`src/rtl/q_frag_arb_pkg.sv`:
```
// Shared types and sizing helpers for the Q_FRAG bank arbiter and its
// round-robin picker.
package q_frag_arb_pkg;

  typedef enum logic [1:0] {
    IDLE  = 2'd0,
    GRANT = 2'd1,
    CTL   = 2'd2
  } arb_state_e;

  localparam int NREQ_DEF      = 4;
  localparam int MAX_BURST_DEF = 4;

  // Burst counter must be able to hold MAX_BURST itself.
  function automatic int burst_cnt_w(input int max_burst);
    return $clog2(max_burst + 1);
  endfunction

  function automatic int ptr_w(input int nreq);
    return (nreq < 2) ? 1 : $clog2(nreq);
  endfunction

endpackage

```
`src/rtl/q_frag_bank_arbiter_rr_pick.sv`:
```
// Round-robin picker: one-hot grant for the first request at or after
// rr_ptr, wrapping modulo NREQ. Purely combinational.
module rr_pick #(
  parameter int NREQ  = 4,
  parameter int PTR_W = 2
) (
  input  logic [NREQ-1:0]  req,
  input  logic [PTR_W-1:0] rr_ptr,
  output logic [NREQ-1:0]  gnt
);

  logic [PTR_W-1:0]  ptr_eff;
  logic [2*NREQ-1:0] req_dbl_sh;
  logic [NREQ-1:0]   req_rot;
  logic [NREQ-1:0]   gnt_rot;
  logic [2*NREQ-1:0] gnt_dbl_sh;

  always_comb begin
    // Out-of-range pointers (non-power-of-two NREQ) restart from 0.
    ptr_eff    = (int'(rr_ptr) >= NREQ) ? '0 : rr_ptr;
    req_dbl_sh = {req, req} >> ptr_eff;
    req_rot    = req_dbl_sh[NREQ-1:0];
    gnt_rot    = req_rot & (~req_rot + {{(NREQ-1){1'b0}}, 1'b1});
    gnt_dbl_sh = ({gnt_rot, gnt_rot} << ptr_eff) >> NREQ;
    gnt        = gnt_dbl_sh[NREQ-1:0];
  end

endmodule

```
`src/rtl/q_frag_bank_arbiter.sv`:
```
// Shares one WIDTH-wide Q_FRAG flip-flop bank between NREQ requesters with
// round-robin bounded bursts, and sequences the bank preset/clear controls.
module q_frag_bank_arbiter
  import q_frag_arb_pkg::*;
#(
  parameter int NREQ      = NREQ_DEF,
  parameter int WIDTH     = 8,
  parameter int MAX_BURST = MAX_BURST_DEF
) (
  input  logic                  QCK,
  input  logic                  QRT,
  input  logic [NREQ-1:0]       req,
  input  logic [NREQ-1:0]       we,
  input  logic [NREQ-1:0]       path_ds,
  input  logic [NREQ*WIDTH-1:0] wdata,
  input  logic                  set_req,
  input  logic                  clr_req,
  output logic [NREQ-1:0]       gnt,
  output logic                  ctl_ack,
  output logic                  bank_qen,
  output logic                  bank_qds,
  output logic [WIDTH-1:0]      bank_qdi,
  output logic [WIDTH-1:0]      bank_czi,
  output logic                  bank_qst,
  output logic                  bank_qrt,
  input  logic [WIDTH-1:0]      bank_qz,
  output logic [WIDTH-1:0]      rdata
);

  localparam int BURST_W = burst_cnt_w(MAX_BURST);
  localparam int PTR_W   = ptr_w(NREQ);

  arb_state_e         state_q, state_d;
  logic [NREQ-1:0]    gnt_q, gnt_d;
  logic [PTR_W-1:0]   rr_ptr_q, rr_ptr_d;
  logic [BURST_W-1:0] burst_cnt_q, burst_cnt_d;
  logic               set_pend_q, set_pend_d;
  logic               clr_pend_q, clr_pend_d;
  logic               bank_qst_q, bank_qst_d;
  logic               qrt_pulse_q, qrt_pulse_d;

  logic [NREQ-1:0]    pick_gnt;
  logic [PTR_W-1:0]   owner_idx;
  logic [PTR_W-1:0]   next_ptr;
  logic [WIDTH-1:0]   owner_data;
  logic               owner_req;
  logic               owner_ds;
  logic               granted;
  logic               last_write;
  logic               set_eff;
  logic               clr_eff;

  rr_pick #(
    .NREQ  (NREQ),
    .PTR_W (PTR_W)
  ) u_rr_pick (
    .req    (req),
    .rr_ptr (rr_ptr_q),
    .gnt    (pick_gnt)
  );

  // Owner decode from the registered one-hot grant.
  always_comb begin
    owner_idx  = '0;
    owner_data = '0;
    for (int i = 0; i < NREQ; i++) begin
      if (gnt_q[i]) begin
        owner_idx  = PTR_W'(i);
        owner_data = wdata[i*WIDTH +: WIDTH];
      end
    end
    owner_req  = |(gnt_q & req);
    owner_ds   = |(gnt_q & path_ds);
    granted    = (state_q == GRANT);
    next_ptr   = (int'(owner_idx) == NREQ - 1) ? '0 : owner_idx + PTR_W'(1);
    last_write = (burst_cnt_q == BURST_W'(MAX_BURST - 1));
    set_eff    = set_pend_q | set_req;
    clr_eff    = clr_pend_q | clr_req;
  end

  always_comb begin
    bank_qen = granted & (|(gnt_q & we & req));
    bank_qds = granted & owner_ds;
    bank_qdi = granted ? owner_data : '0;
    bank_czi = granted ? owner_data : '0;
  end

  always_comb begin
    state_d     = state_q;
    gnt_d       = gnt_q;
    rr_ptr_d    = rr_ptr_q;
    burst_cnt_d = burst_cnt_q;
    set_pend_d  = set_eff;
    clr_pend_d  = clr_eff;
    bank_qst_d  = 1'b0;
    qrt_pulse_d = 1'b0;
    case (state_q)
      IDLE: begin
        // Preset/clear outranks requesters so held-over controls go first.
        if (set_eff | clr_eff) begin
          state_d     = CTL;
          bank_qst_d  = set_eff;
          qrt_pulse_d = clr_eff & ~set_eff;
          set_pend_d  = 1'b0;
          clr_pend_d  = 1'b0;
        end else if (|req) begin
          state_d = GRANT;
          gnt_d   = pick_gnt;
        end
      end
      GRANT: begin
        if (bank_qen) begin
          burst_cnt_d = burst_cnt_q + BURST_W'(1);
        end
        if (!owner_req || (bank_qen && last_write)) begin
          state_d     = IDLE;
          gnt_d       = '0;
          rr_ptr_d    = next_ptr;
          burst_cnt_d = '0;
        end
      end
      CTL: begin
        // Controls raised during the issue cycle merge with the one issued.
        state_d    = IDLE;
        set_pend_d = 1'b0;
        clr_pend_d = 1'b0;
      end
      default: begin
        state_d = IDLE;
        gnt_d   = '0;
      end
    endcase
  end

  always_ff @(posedge QCK or posedge QRT) begin
    if (QRT) begin
      state_q     <= IDLE;
      gnt_q       <= '0;
      rr_ptr_q    <= '0;
      burst_cnt_q <= '0;
      set_pend_q  <= 1'b0;
      clr_pend_q  <= 1'b0;
      bank_qst_q  <= 1'b0;
      qrt_pulse_q <= 1'b0;
    end else begin
      state_q     <= state_d;
      gnt_q       <= gnt_d;
      rr_ptr_q    <= rr_ptr_d;
      burst_cnt_q <= burst_cnt_d;
      set_pend_q  <= set_pend_d;
      clr_pend_q  <= clr_pend_d;
      bank_qst_q  <= bank_qst_d;
      qrt_pulse_q <= qrt_pulse_d;
    end
  end

  assign gnt      = gnt_q;
  assign ctl_ack  = (state_q == CTL);
  assign bank_qst = bank_qst_q;
  assign bank_qrt = qrt_pulse_q | QRT;
  assign rdata    = bank_qz;

endmodule

```
`config.mk`:
```
export PLATFORM = sky130hd
export DESIGN_NAME = q_frag_bank_arbiter
export DESIGN_NICKNAME = d
export VERILOG_FILES = /design/src/rtl/q_frag_arb_pkg.sv /design/src/rtl/q_frag_bank_arbiter_rr_pick.sv /design/src/rtl/q_frag_bank_arbiter.sv
export SDC_FILE = /design/constraint.sdc
export NUM_CORES = 1
export LEC_CHECK = 0
export BUFFER_PORTS_ARGS = -buffer_cell sky130_fd_sc_hd__buf_2
export CAP_MARGIN = 40
export CORE_MARGIN = 2
export CORE_UTILIZATION = 41
export CTS_CLUSTER_DIAMETER = 60
export DETAILED_ROUTE_END_ITERATION = 8
export PLACE_DENSITY = 0.81
export SYNTH_ARGS = -nofsm -noshare
export SYNTH_HDL_FRONTEND = slang
export SYNTH_SLANG_ARGS = --single-unit
```
`constraint.sdc`:
```
create_clock -name QCK -period 2 [get_ports QCK]
set_clock_uncertainty 0.05 [all_clocks]
set_input_delay 0.2 -clock QCK [delete_from_list [all_inputs] [get_ports QCK]]
set_output_delay 0.2 -clock QCK [all_outputs]
set_load 0.02 [all_outputs]
```
==> results.txt <==
hpwl dp: 2880 um
Setup-failing EPs final: 0
Die Y: 59.05 um
pin count of the biggest net entering global routing: 16
Area Growth Syn to Fin: 27.29%
Placement Rows: 19
routability cong.: 0.8256
asr flop ratio synth: 1.000
kind of critical path: reg -> out
diodes inserted: 0
total clock sinks: 15
Initial Util: 0.4392
per-cell routed wire length: 15.33 um
most instantiated cells after synthesis: buf_4, dfrtp_1, nand2_1
DRT iter0 DRCs: 34
worst min-delay path class: in -> reg
min-delay src: clr_req
Clock Tree Buf Depth: 2
share of the synthesized area in the top cell type: 0.3021
Boundary Pins: 89
R2R cell count: 4
Syn. warnings: 0
Slowest cell on crit path: dfrtp_1
Mean Syn Cell Area: 8.339 sq um
crit start category: register
Seq/Total Area, Yosys: 0.3021
Mapped Cells: 149
H-tree depth: 1
GRT Residual Overflow: 0
mapped cell area: 0.001242 sq mm
PD cells: 1163 mW/mm^2
first-pass GRT wire length: 5637 um
Crit path top cell by count: nand2b_1
status: finished, final reports clean
number of synthesized flops with an enable pin: 0
WHS Path Cells: 2
Top FF cell, synth: dfrtp_1
die area: 0.003487 sq mm
ratio of cells with drive above 1 in the final layout: 0.4638
Total Power: 1.839 mW
largest area contributor in the netlist: dfrtp_1
CP top delay family: simple AND/OR/NAND/NOR gates
main area contributors after synthesis: dfrtp_1, buf_4, a221o_1
ANT nets after route: 0
die width: 59.05 um
Root Buffer: clkbuf_4
Slew headroom: 0.6177
Pins Over Slew Limit: 0
CP endpoint kind: output pin
Max-Cap Viols: 0
number of buffers created by CTS: 3
Peak VDD IR: 0.0006500 V
Worst R2R Setup Slack: 0.15 ns
Tcrit/Tclk final: 0.9661
Final #Nets: 266
routed wire length: 3649 um
CTS tree: yes
Tmin final: 1.932 ns
Core Util, Final: 0.5590
synthesized flop and latch total: 15
Worst Path Required: 1.75 ns
DRC violations left: 0
Arrival @ worst endpoint: 1.68 ns
drt pass-1 iters: 4
vias in the first global route: 1,236
Buffers & Inverters on Critical Path: 1
leak pwr: 0.7891 nW
Hold EP: clr_pend_q
core area: 0.002829 sq mm
routed via count: 1,356
CTS clock-pin slew for the worst setup and hold paths: 0.10 ns
worst slew pin tran: 0.5728 ns
Via-to-Cell Ratio: 5.697
Critical Path Max Stage Delay: 0.46 ns
clk_lat worst skew: 0.29 ns
reg2reg start: gnt[1]
final hold viol count: 0
Total GRT Usage: 0.2074
Fin Hold WS: 0.09466 ns
most numerous cell in the Yosys netlist: buf_4
R2R Path End: gnt[0]
Setup Fix Bufs, Post-CTS: 0
RSZ-0062 raised after global routing: true
initial antenna violation count: 0
crit path cell chain: nand2b_1 -> nand2b_1 -> o22ai_1 -> buf_2
number of I/O port buffers: 72
Synth cell types: 36
crit path max fanout: 8
Syn Nets: 207
Max Freq: 0.5176 GHz
[metal layers]
layer  vias up  wire length (um)  track usage
met5         -                 0            0
met1       662              1538       0.2786
met2        32              1946       0.3429
li1        656                 -            -
met3         6               143      0.04367
met4         0                20      0.04870
[area by class of cell]
type | instances | area [sq um]
Tap cell | 31 | 38.79
Sequential cell | 15 | 377.9
Clock inverter | 1 | 5.005
Multi-Input combinational cell | 99 | 680.7
Timing Repair Buffer | 79 | 415.4
Fill cell | 268 | 1247
Clock buffer | 3 | 22.52
Inverter | 10 | 41.29
[timing repair]
action | CTS | global route
endpoints found under the hold margin | 15 | 0
pin swaps | 0 | 0
cloned | 0 | 0
hold buffers | 1 | 0
endpoints found under the setup margin | 16 | 17
resized for setup | 1 | 7
[layout by cell type (no fill, tap or decap), types with 2 or more instances in the layout]
cell	synthesis	layout
buf_2	0	72
nand2_1	13	13
dfrtp_1	15	13
o22ai_1	11	10
inv_1	10	9
o21ai_0	10	9
a221o_1	8	8
buf_4	16	6
a21oi_1	5	5
nor3_1	5	5
nor2_1	4	4
and3_1	4	4
o21a_1	3	3
o21ai_2	3	3
nor2b_1	4	3
clkbuf_4	0	3
o21bai_1	2	2
or4_1	2	2
nand2b_1	2	2
o22ai_2	1	2
mux2i_1	2	2
a22oi_1	2	2
or2_2	2	2
o2111ai_1	2	2
ha_1	2	2
dfrtp_2	0	2
[cells by family after synthesis]
kind of cell	synth area share
multiplexers	0.02819
flip-flops	0.3021
AND/OR/NAND/NOR	0.1762
buffers and inverters	0.1662
adder cells (fa/ha/maj)	0.02014
AO/OA/AOI/OAI	0.3072
[per-stage QoR]
step | TNS [ns] | setup slack (ns) | cell area, sq um | cells
floorplan | 0 | 0.009436 | 1242 | 149
global placement | 0 | 0.1915 | 1518 | 233
detailed placement | 0 | 0.1843 | 1518 | 233
CTS | 0 | 0.005545 | 1558 | 238
global route | -0.1729 | -0.03716 | 1582 | 238
finish | 0 | 0.06788 | 1582 | 238
[power by group]
| group | internal, mW | total (mW) | switching, mW |
|---|---|---|---|
| Sequential | 0.402 | 0.526 | 0.124 |
| Clock | 0.0743 | 0.174 | 0.100 |
| Combinational | 0.496 | 1.14 | 0.643 |
| Total | 0.972 | 1.84 | 0.867 |
[worst max-delay path by stage]
stage,depth (start not counted),slack [ns],endpoint,start
2_1_floorplan,6,0.009,bank_qdi[0],gnt[0]
3_5_place_dp,5,0.18,bank_czi[4],gnt[0]
6_report,4,0.07,bank_czi[4],state_q[1]
4_1_cts,5,0.006,bank_czi[4],gnt[0]
3_3_place_gp,5,0.19,bank_czi[4],gnt[0]
5_1_grt,5,-0.04,bank_qdi[0],gnt[2]
[flip-flops by register name, indices dropped and copies added, names as in the netlist]
| register | flops |
|---|---|
| gnt | 4 |
| qrt_pulse_q | 1 |
| state_q | 2 |
| burst_cnt_q | 3 |
| rr_ptr_q | 2 |
| set_pend_q | 1 |
| bank_qst | 1 |
| clr_pend_q | 1 |
[worst reg2reg max path: cells and delay by family, from the launching register on]
family           cells  cell delay [ns]
AND/OR/NAND/NOR      1             0.21
AO/OA/AOI/OAI        3             1.06
flip-flops           1             0.46
Power figures use the tool's default switching activity.
